--- src/rtl/serial_adder.sv ---
// Bit-serial adder: one full-adder cell, LSB-first, one bit per clock.
// Optional signed-overflow output enabled by defining SERIAL_ADDER_OVF_EN.

module serial_adder_fa (
  input  logic a,
  input  logic b,
  input  logic ci,
  output logic s,
  output logic co
);
  assign s  = a ^ b ^ ci;
  assign co = (a & b) | (a & ci) | (b & ci);
endmodule

module serial_adder #(
  parameter int WIDTH = 8
) (
  input  logic             clk,
  input  logic             rst,
  input  logic             start,
  input  logic [WIDTH-1:0] op_a,
  input  logic [WIDTH-1:0] op_b,
  input  logic             cin,
  output logic             busy,
  output logic             done,
  output logic [WIDTH-1:0] sum,
  output logic             cout
`ifdef SERIAL_ADDER_OVF_EN
  ,
  output logic             ovf
`endif
);

  localparam int CW = (WIDTH > 1) ? $clog2(WIDTH) : 1;
  localparam logic [CW-1:0] LAST = CW'(WIDTH - 1);

  typedef enum logic [1:0] {
    IDLE  = 2'd0,
    SHIFT = 2'd1,
    DONE  = 2'd2
  } state_t;

  state_t state, state_nxt;

  logic [WIDTH-1:0] a_sr, b_sr;
  logic             carry;
  logic [CW-1:0]    count;
  logic             accept, last;
  logic             fa_s, fa_co;
  logic [WIDTH-1:0] res_nxt;

  serial_adder_fa u_fa (
    .a  (a_sr[0]),
    .b  (b_sr[0]),
    .ci (carry),
    .s  (fa_s),
    .co (fa_co)
  );

  always_ff @(posedge clk or posedge rst) begin
    if (rst) state <= IDLE;
    else     state <= state_nxt;
  end

  always_comb begin
    state_nxt = state;
    accept    = 1'b0;
    last      = 1'b0;
    case (state)
      IDLE: begin
        if (start) begin
          accept    = 1'b1;
          state_nxt = SHIFT;
        end
      end
      SHIFT: begin
        if (count == LAST) begin
          last      = 1'b1;
          state_nxt = DONE;
        end
      end
      DONE: begin
        if (start) begin
          accept    = 1'b1;
          state_nxt = SHIFT;
        end else begin
          state_nxt = IDLE;
        end
      end
      default: state_nxt = IDLE;
    endcase
  end

  assign busy = (state == SHIFT);
  assign done = (state == DONE);

  // The final sum bit comes straight from the cell, so only WIDTH-1 bits
  // of partial result need storage.
  generate
    if (WIDTH > 1) begin : g_res
      logic [WIDTH-2:0] res_sr;
      always_ff @(posedge clk or posedge rst) begin
        if (rst)                  res_sr <= '0;
        else if (state == SHIFT)  res_sr <= res_nxt[WIDTH-1:1];
      end
      assign res_nxt = {fa_s, res_sr};
    end else begin : g_res1
      assign res_nxt = fa_s;
    end
  endgenerate

  always_ff @(posedge clk or posedge rst) begin
    if (rst) begin
      a_sr  <= '0;
      b_sr  <= '0;
      carry <= 1'b0;
      count <= '0;
      sum   <= '0;
      cout  <= 1'b0;
`ifdef SERIAL_ADDER_OVF_EN
      ovf   <= 1'b0;
`endif
    end else if (accept) begin
      a_sr  <= op_a;
      b_sr  <= op_b;
      carry <= cin;
      count <= '0;
    end else if (state == SHIFT) begin
      a_sr  <= a_sr >> 1;
      b_sr  <= b_sr >> 1;
      carry <= fa_co;
      if (last) begin
        count <= '0;
        sum   <= res_nxt;
        cout  <= fa_co;
`ifdef SERIAL_ADDER_OVF_EN
        ovf   <= carry ^ fa_co;
`endif
      end else begin
        count <= count + 1'b1;
      end
    end
  end

endmodule
--- config.mk ---
export PLATFORM = sky130hd
export DESIGN_NAME = serial_adder
export DESIGN_NICKNAME = d
export VERILOG_FILES = /design/src/rtl/serial_adder.sv
export SDC_FILE = /design/constraint.sdc
export NUM_CORES = 1
export LEC_CHECK = 0
export ABC_AREA = 0
export CAP_MARGIN = 20
export CORE_MARGIN = 10
export CORE_UTILIZATION = 52
export DETAILED_ROUTE_END_ITERATION = 8
export PLACE_DENSITY = 0.77
export SETUP_SLACK_MARGIN = 0.05
export SLEW_MARGIN = 25
export SYNTH_ARGS = -nofsm -noshare
export SYNTH_HDL_FRONTEND = slang
export SYNTH_SLANG_ARGS = --single-unit
--- constraint.sdc ---
create_clock -name clk -period 1.74 [get_ports clk]
set_input_delay 0.435 -clock clk [delete_from_list [all_inputs] [get_ports clk]]
set_output_delay 0.435 -clock clk [all_outputs]
set_load 0.03 [all_outputs]
==> results.toml, run 1 <==
[run_status]
status = "complete, no violations"

[synth]
ys_warn_count = 0
ys.flop_type = "dfrtp_1"
synthTopCellsByArea = "dfrtp_1, mux2_4, mux2i_1, nand2_1, a21oi_1"
seq_area_frac_synth = 0.530
synth-edff-count = 0
syn_inst = 161
yosysMostFrequentCell = "dfrtp_1"
postSynthAreaPerCell_um2 = 11.2
synth_top_area_share = 0.530
syn_area_um2 = 1800
synth_cell_types = 27
async_flop_share = 1.00
syn-num-nets = 184
ys_ff_latch = 38
synth_top_area_cell = "dfrtp_1"
synth_common_cells = "dfrtp_1, nand2_1, a21oi_1"

[pwr]
p_leak_nw = 1.09
sw_frac_of_total = 0.387
irDropWorstVdd_mv = 0.752
total_power_w = 0.00377
powerDensity_nw_per_um2 = 1650
combPwrFrac = 0.466
switchingPower_w = 0.00146
seq_power_share = 0.411
clkPwrFrac = 0.122
internal-power_w = 0.00231

[clock_network]
cts_buffers = 5
cts_tree = "yes"
htreeDepth = 2
numClockSinks = 38
clockRootBuffer = "clkbuf_4"
clk_pin_slew_ns = 0.11
holdBufCountCts = 0
insertion_delay_ns = 0.35
clockBufferDepth = 2

[layout]
area_delta_synth_final_pct = 27.2
drive_above_1_share = 0.175
post-route-cell-area_um2 = 2280
fillers = 263
nets = 224
stdcell_count = 246
num_antenna_cells = 0

[drt]
via_per_inst = 5.20
vias = 1279
wirelength_mm = 3.57
final_antenna_net_count = 0
first_pass_iters = 4
post_drt_wl_per_cell_um = 14.5
route.detailed.drc = 0
drtIter0Drc = 87

[critical_path]
start_kind = "register"
critPathMaxFanout = 9
path_class = "register to output port"
required_ns = 1.30
arrival_ns = 1.21
cp-end-kind = "output port"

[timing]
rsz0062_at_grt = "false"
hold_viol = 0
worstMarginPinSlew_ns = 0.309
max_slew_margin = 0.795
max_freq_mhz = 606
final.setup.tns_ns = 0
fin_crit_ns = 1.65
setup_viol = 0
skew_ns = 0.00479
fin_crit_sh = 0.948
drv_slew = 0

[global_route]
antenna_found_initial = 0
grt_overflow_total = 0
grt_pass1_vias = 1340
grt_max_degree = 39
grt_first_pass_wirelength_mm = 5.97
grtUsageTotal = 0.119

[die]
die_area_um2 = 6200
die_x_um = 78.8
fp.coreArea_um2 = 3340
start_util = 0.538
rows = 21
die_h_um = 78.8
ios = 31

[placed_design]
dpl.hpwl_mm = 2.58
dp_cells = 235
gp_congestion = 0.732
placed_area_um2 = 2170
port_buffers = 30

[job]
drv_cap = 0

[min_path]
hold_path.class = "input pin to async pin"
## worst paths after layout
check                      cells past startpoint             from  slack [ns]         endpoint
max in group asynchronous                      3              rst        1.13  g_res.res_sr[5]
hold / removal                                 3              rst        0.42          a_sr[1]
setup / recovery                               4         state[0]        0.09             busy
hold reg to reg                                2  g_res.res_sr[0]        0.51  g_res.res_sr[0]
min in group clk                               2  g_res.res_sr[0]        0.51  g_res.res_sr[0]
setup reg to reg                               5         count[0]        0.18         count[0]
## layer usage
| metal | vias up | global-route usage | part of all wire |
|---|---|---|---|
| met4 | 0 | 0.0645 | 0.017 |
| met1 | 607 | 0.127 | 0.41 |
| li1 | 630 | - | - |
| met2 | 35 | 0.202 | 0.51 |
| met5 | - | 0 | 0 |
| met3 | 7 | 0.0417 | 0.062 |
## metrics by stage
step / util / worst slack [ns] / hold WS (ns)
final: 0.685 / 0.0907 / 0.422
after global routing: 0.685 / 0.0598 / 0.423
after CTS: 0.664 / 0.0115 / 0.423
after detailed placement: 0.650 / 0.105 / 0.487
after global placement: 0.650 / 0.138 / 0.460
after floorplan: - / 0.179 / 0.446
## cells in the final DEF, fill, tap and decap left out, types with 2 or more instances in the layout
cell type	count
a211oi_1	8
a21oi_1	14
and2_1	2
buf_12	3
buf_4	10
clkbuf_4	5
clkdlybuf4s50_1	19
dfrtp_1	38
dlygate4sd2_1	9
ha_1	2
inv_1	8
mux2_4	9
mux2i_1	10
nand2_1	24
nand2b_1	3
nor2_1	2
nor2b_1	8
o21ai_0	4
o21ai_1	2
o22ai_1	6
## worst max-delay path, stage by stage, from the launching register on
cell and delay [ns]:
dfrtp_1 0.42, buf_4 0.16, nand2b_4 0.09, inv_8 0.06, buf_6 0.13
## cells by family (layout without fill, tap and decap cells)
family                   count (synthesis)  in the layout  share of synthesized area
multiplexers                            20             20                      0.137
flip-flops                              38             38                      0.530
adder cells (fa/ha/maj)                  3              3                     0.0251
AO/OA/AOI/OAI                           37             37                      0.124
AND/OR/NAND/NOR                         44             44                      0.125
buffers and inverters                   19             58                     0.0592
## sequential cells by signal, summed over array words and instances (netlist names)
name	count
count	3
b_sr	8
cout	1
carry	1
a_sr	8
g_res.res_sr	7
sum	8
state	2
## power groups by stage
stage	registers [W]	clock network (W)	logic (W)
3_5_place_dp	0.00157	0	0.00173
3_3_place_gp	0.00154	0	0.00165
5_1_grt	0.00161	0.000504	0.00194
6_report	0.00155	0.000461	0.00176
4_1_cts	0.00156	0.000468	0.00169
2_1_floorplan	0.00169	0	0.00111
## layout make-up
type,count,area (um2),share of cell area
clock buffers,6,51.3,0.0225
flip-flops and latches,38,951,0.416
multi-input cells,104,753,0.330
repair buffers,43,430,0.188
well taps,46,57.6,0.0252
inverters,9,41.3,0.0181
## repair_timing
action | in CTS | in global routing
buffers inserted | 0 | 5
gates resized for setup | 11 | 7
setup endpoints to repair | 11 | 2
Note: power is estimated with default switching activity, not from simulation.
==> run 2: changes to the inputs <==
--- a/config.mk
+++ b/config.mk
@@ -9,8 +9,10 @@
 export CAP_MARGIN = 20
 export CORE_MARGIN = 10
 export CORE_UTILIZATION = 52
+export CTS_BUF_LIST = sky130_fd_sc_hd__clkbuf_16
 export DETAILED_ROUTE_END_ITERATION = 8
 export PLACE_DENSITY = 0.77
+export REMOVE_ABC_BUFFERS = 1
 export SETUP_SLACK_MARGIN = 0.05
 export SLEW_MARGIN = 25
 export SYNTH_ARGS = -nofsm -noshare
==> constraint.sdc (replaced) <==
create_clock -name clk -period 1.6 [get_ports clk]
set_input_delay 0.4 -clock clk [delete_from_list [all_inputs] [get_ports clk]]
set_output_delay 0.4 -clock clk [all_outputs]
set_load 0.03 [all_outputs]
==> run 2 against run 1 <==
Clock skew is 0.00056 ns lower. Sequential power rose by 10%. Utilization grew 2.1 points. Critical path type unchanged.
==> results.toml, run 2 (synthesized netlist as in run 1, its figures left out) <==
[critical_path]
path_class = "register to output port"
r2r_start = "state[0]"
start_kind = "register"
r2r_cells = 6
path_cells = "nand2b_4 > inv_8 > buf_4"
r2r-end = "count[2]"
cpLargestDelayFamily = "flip-flops"
max_stage_delay_ns = 0.40
cp-end-kind = "output port"
arrival_ns = 1.13
critPathMaxFanout = 9
worst-path-buf-inv = 2
critPathSlowestCell = "dfrtp_1"
required_ns = 1.20
r2r_setup_slack_ns = 0.14

[die]
ios = 31
die_x_um = 78.8
die_area_um2 = 6200
die_h_um = 78.8
rows = 21
start_util = 0.538
fp.coreArea_um2 = 3340

[timing]
rsz0062_at_grt = "true"
setup_slack_ns = 0.0734
worstMarginPinSlew_ns = 0.342
setup_viol = 0
skew_ns = 0.00423
fin_crit_ns = 1.53
drv_slew = 0
max_freq_mhz = 655
final.setup.tns_ns = 0
max_slew_margin = 0.773
fin_crit_sh = 0.954
hold_viol = 0

[job]
drv_cap = 0

[drt]
via_per_inst = 5.28
post_drt_wl_per_cell_um = 15.0
routed.top_layer = "met4"
route.detailed.drc = 0
vias = 1321
final_antenna_net_count = 0
first_pass_iters = 4
wl_met2_mm = 1.93
wirelength_mm = 3.75
m1WireLength_mm = 1.56
drtIter0Drc = 92
met3_length_um = 183

[layout]
layout_common_cells = "dfrtp_1, nand2_1, clkdlybuf4s50_1"
final_common_cell = "dfrtp_1"
top_regs = "a_sr x8, b_sr x8, sum x8"
stdcell_count = 250
area_delta_synth_final_pct = 31.2
num_antenna_cells = 0
nets = 226
post-route-cell-area_um2 = 2360
drive_above_1_share = 0.181
fillers = 274

[run_status]
status = "complete, no violations"

[pwr]
p_leak_nw = 1.13
internal-power_w = 0.00287
irDropWorstVdd_mv = 0.988
combPwrFrac = 0.419
total_power_w = 0.00453
switchingPower_w = 0.00167
powerDensity_nw_per_um2 = 1920
clkPwrFrac = 0.204
seq_power_share = 0.377
sw_frac_of_total = 0.367

[global_route]
grt_overflow_total = 0
grt_pass1_vias = 1377
grt_first_pass_wirelength_mm = 6.43
grtUsageTotal = 0.129
antenna_found_initial = 0
grt_max_degree = 39

[placed_design]
dpl.hpwl_mm = 2.59
dp_cells = 235
port_buffers = 30
placed_area_um2 = 2160
gp_congestion = 0.733
place_ws_ns = 0.0159

[clock_network]
clk_pin_slew_ns = 0.05
cts_tree = "yes"
htreeDepth = 2
holdBufCountCts = 0
clockRootBuffer = "clkbuf_16"
numClockSinks = 38
clockBufferDepth = 2
insertion_delay_ns = 0.28
cts_buffers = 5

[min_path]
hold_path.class = "input pin to async pin"
[run 2: cell count changes in the layout (fill, tap and decap cells not counted), sizes merged]
cell	change
buf	+2
clkinv	+2
clkbuf	-1
inv	+1
[run 2: layout make-up]
| cell class | count | area (um2) | area share |
|---|---|---|---|
| sequential | 38 | 951 | 0.404 |
| multi-input combinational | 104 | 748 | 0.318 |
| timing repair buffer | 45 | 420 | 0.178 |
| clock buffer | 5 | 125 | 0.0531 |
| tap | 46 | 57.6 | 0.0244 |
| inverter | 9 | 41.3 | 0.0175 |
| clock inverter | 3 | 12.5 | 0.00531 |
[run 2: worst max path at each step]
stage	from	endpoint	slack [ns]	cells after the start
finish	state[1]	busy	0.07	3
detailed placement	start	b_sr[5]	0.02	5
CTS	state[1]	busy	0.05	3
global placement	start	carry	0.04	5
global route	state[1]	busy	0.04	3
floorplan	state[0]	cout	-0.32	4
[run 2: power groups by stage]
stage	Combinational, W	Clock [W]	Sequential (W)
6_report	0.00190	0.000925	0.00171
2_1_floorplan	0.00103	0	0.00190
5_1_grt	0.00213	0.000968	0.00177
4_1_cts	0.00184	0.000936	0.00171
3_3_place_gp	0.00180	0	0.00168
3_5_place_dp	0.00187	0	0.00171
[run 2: repair_timing]
item                       CTS  global route
setup buffers                0             7
gates resized for setup     13             2
setup endpoints to repair   11             3
[run 2: tightest hold or removal path, stage by stage]
cell	delay, ns
clkdlybuf4s50_1	0.40
inv_1	0.09
buf_12	0.22
[run 2: stage by stage]
step | hold WS [ns] | utilization
6_report | 0.474 | 0.706
3_5_place_dp | 0.481 | 0.646
3_3_place_gp | 0.460 | 0.646
5_1_grt | 0.490 | 0.706
2_1_floorplan | 0.446 | -
4_1_cts | 0.486 | 0.688
[run 2: layer usage]
metal  global-route usage  vias up
met3               0.0405        8
met1                0.140      654
li1                     -      634
met4               0.0681        0
met5                    0        -
met2                0.220       25
==> edit 1 (settings of run 2) <==
Build with the macro `SERIAL_ADDER_OVF_EN` defined.
--- a/src/rtl/serial_adder.sv
+++ b/src/rtl/serial_adder.sv
@@ -1,5 +1,7 @@
 // Bit-serial adder: one full-adder cell, LSB-first, one bit per clock.
 // Optional signed-overflow output enabled by defining SERIAL_ADDER_OVF_EN.
+
+`define SERIAL_ADDER_OVF_EN
 
 module serial_adder_fa (
   input  logic a,
Function (old outputs only; new: ovf): kept (equiv_simple and equiv_induct, registers matched by name and starting in step).
==> edit 1 against run 2 <==
- non-clock buffer count fell by 1
- utilization decreased by 0.37 points
- design area up 0.27%
- wire length down 2.8%
- sequential cell count increased by 1
- power is 1.6% lower
- critical endpoint is now sum[6]
- synthesized cell count is 4.3% higher
- hold slack improved by 2.3 ps
- area after synthesis up 1.5%
- clock skew barely moved
- critical path type is now flop to flop
- die area increased by 1.1%
- final cell count rose by 2.0%
- setup slack got worse by 12 ps
==> edit 1: results (changes against run 2) <==
NonClk Buf Share 17.2% (-0.63 points); sw power 1.62 mW (-2.8%); Pleak 1.10 nW (-2.3%); largest net degree at the start of global routing 40 (+2.6%); CP startpoint count[0]; vias per cell 5.15 (-2.6%); met1 Resource Use GR 13.8% (-0.22 points); dpl hpwl 2660 um (+2.5%); Routed WL per cell 14.3 um (-4.7%); sequential share of the synthesized area 53.6% (+0.61 points); Reg2Reg Depth 4 (-2); number of synthesized register bits 39 (+2.6%); Tmin final 1540 ps (+12.1 ps); CP Max Fanout 11 (+2); Clock buf/inv share 5.77% (-0.068 points); status complete, no violations; VDD IR max 0.875 mV (-11%); Worst Clk Skew 4.70 ps (+0.475 ps); inverters 8 (-1); DR WL met3 238 um (+30%); post-synthesis compound-gate area fraction 12.4% (-0.042 points); Multi-input gate area 753 um^2 (+0.67%); Fin Hold WS 476 ps (+2.30 ps); type of the worst min-delay path flop to flop; M1 WL 1630 um (+4.4%)
[edit 1: metrics by stage]
step | total power, mW | setup TNS, ps | utilization (%) | area [um^2]
after CTS | 4.50 | 0 | 69.8 | 2350
after global placement | 3.52 | 0 | 65.4 | 2200
final | 4.46 | 0 | 70.2 | 2360
after global routing | 4.82 | 0 | 70.2 | 2360
after detailed placement | 3.61 | -88.3 | 65.4 | 2200
after floorplan | 2.92 | -2540 | - | 1750
[edit 1: repair_timing]
| action | 4_1_cts | 5_1_grt |
|---|---|---|
| setup buffers | 2 | 1 |
| pin swaps | 0 | 1 |
| endpoints found under the setup margin | 12 | 11 |
| resized for setup | 13 | 3 |
[edit 1: kinds of logic (layout without fill, tap and decap cells)]
family	count (synthesis)	after routing
AOI/OAI and AO/OA	38	38
and+or+nand+nor	47	47
buffers and inverters	19	60
DFF	39	39
muxes	21	21
adders and majority gates	3	3
xor gates and xnor gates	1	1
==> edit 2 (flow settings as in run 2) <==
Without the edit above. Put a register stage on the outputs `busy` and `done`, with the module's reset. The values now appear one clock later. The other outputs are not delayed to match.
--- a/src/rtl/serial_adder.sv
+++ b/src/rtl/serial_adder.sv
@@ -91,8 +91,15 @@
     endcase
   end
 
-  assign busy = (state == SHIFT);
-  assign done = (state == DONE);
+  always_ff @(posedge clk or posedge rst) begin
+    if (rst) begin
+      busy <= '0;
+      done <= '0;
+    end else begin
+      busy <= (state == SHIFT);
+      done <= (state == DONE);
+    end
+  end
 
   // The final sum bit comes straight from the cell, so only WIDTH-1 bits
   // of partial result need storage.
Behaviour: not the same (Yosys sat finds a counterexample within 4 cycles, from zero or initial values and one cycle with rst high).
==> edit 2 against run 2 <==
- sequential cell count grew 2
- count of clock-buffer cells in the layout did not move
- utilization shrank 0.81 points
- wire length fell by 2.7%
- sequential share of layout area increased by 2.3 points
- area after synthesis rose by 1.0%
- setup slack better by 36 ps
- final cell count shrank 1.6%
- power is 1.8% lower
- design area decreased by 0.37%
- critical path type is now flop to flop
==> edit 2: results (changes against run 2) <==
status complete, no violations; Reg2Reg Depth 5 (-1); Placed Cells incl. Taps 238 (+1.3%); placed instance area 2210 um^2 (+2.5%); M1 WL 1490 um (-4.4%); Place WS -76.6 ps (-92.6 ps); Clk pin slew, worst setup/hold paths 50 ps (about the same); Fin Hold WS 477 ps (+3.38 ps); Diodes inserted 0 (unchanged); arrival time worst endpoint 1650 ps (+520 ps); Synth top cells by count 40 x dfrtp_1, 25 x nand2_1, 14 x a21oi_1, 11 x mux2i_1, 10 x nor2b_1; Avg Inst Size Synth 11.2 um^2 (+0.42%); met3 usage in global routing 5.07% (+1.0 points); r2r setup slk 110 ps (-30 ps); slowest cell delay on critical path 380 ps (-20 ps); CP Max Fanout 5 (-4); vias per cell 5.25 (-0.68%); First DRT Iteration DRCs 73 (-21%); highest routed layer met4; count of cell types in the netlist 29 (+7.4%); vias 1291 (-2.3%); reg2reg end count[0]; dpl hpwl 2550 um (-1.7%); routed wire length 3650 um (-2.7%); GP Congestion 0.724 (-1.3%); vias in the first global route 1393 (+1.2%); met1 Resource Use GR 12.6% (-1.4 points); Worst Clk Skew 1.79 ps (-2.44 ps); Nets 223 (-1.3%); sw power 1.62 mW (-2.8%); Rel. slew slack 79.0% (+1.7 points); sequential share of the synthesized area 55.2% (+2.2 points); Pleak 1.10 nW (-2.6%); VDD IR max 0.980 mV (-0.80%); wire length on met2 1930 um (+0.26%); first-pass GRT wire length 6180 um (-3.9%); met2 GRT Util 21.2% (-0.83 points); gr usage total 12.2% (-0.71 points); RR Startpoint count[0]; layout cells sized above 1 15.5% (-2.6 points); largest net degree at the start of global routing 41 (+5.1%); synth top area cells dfrtp_1 55%, mux2i_1 6.1%, mux2_2 5.6%; DR WL met3 187 um (+2.2%); clock latency on the worst-skew pair 280 ps (about the same)
## edit 2: area by class of cell
type,count,area (um^2)
fill,288,1020
timing repair buffer,40,387
clock inverter,2,7.51
clock buffer,5,125
tap,46,57.6
inverter,8,30.0
multi-input combinational,105,739
sequential,40,1000
## edit 2: timing repair
| item | in CTS | in global routing |
|---|---|---|
| resized for setup | 12 | 2 |
| pin swaps | 0 | 1 |
| gates cloned | 0 | 1 |
| setup endpoints to repair | 20 | 9 |
## edit 2: cell families after synthesis
logic type | after synthesis | synth area share (%)
flip-flops | 40 | 55.2
buffers and inverters | 18 | 5.10
AND/OR/NAND/NOR | 46 | 13.3
adder cells (fa/ha/maj) | 3 | 2.48
multiplexers | 21 | 12.3
AO/OA/AOI/OAI | 34 | 11.7
## edit 2: how the worst max path moves through the flow
stage | startpoint | to | cells past startpoint | slack (ps)
finish | count[0] | count[0] | 5 | 110
global route | count[0] | count[0] | 5 | 60
CTS | count[0] | sum[3] | 4 | 70
detailed placement | start | a_sr[6] | 5 | -80
global placement | start | a_sr[6] | 5 | -50
floorplan | state[0] | sum[0] | 4 | -110
## edit 2: worst max-delay path, delay by kind of cell (launching register included)
kind / cells / cell delay [ps]
AO/OA/AOI/OAI: 1 / 180
adder cells (fa/ha/maj): 2 / 470
flip-flops: 1 / 380
multiplexers: 1 / 260
AND/OR/NAND/NOR: 1 / 90
## edit 2: power by group through the flow
stage | Combinational [mW] | Sequential (mW) | Clock (mW)
6_report | 1.79 | 1.76 | 0.909
5_1_grt | 1.97 | 1.83 | 0.977
4_1_cts | 1.79 | 1.77 | 0.929
3_5_place_dp | 1.85 | 1.78 | 0
3_3_place_gp | 1.76 | 1.76 | 0
2_1_floorplan | 0.916 | 2.02 | 0
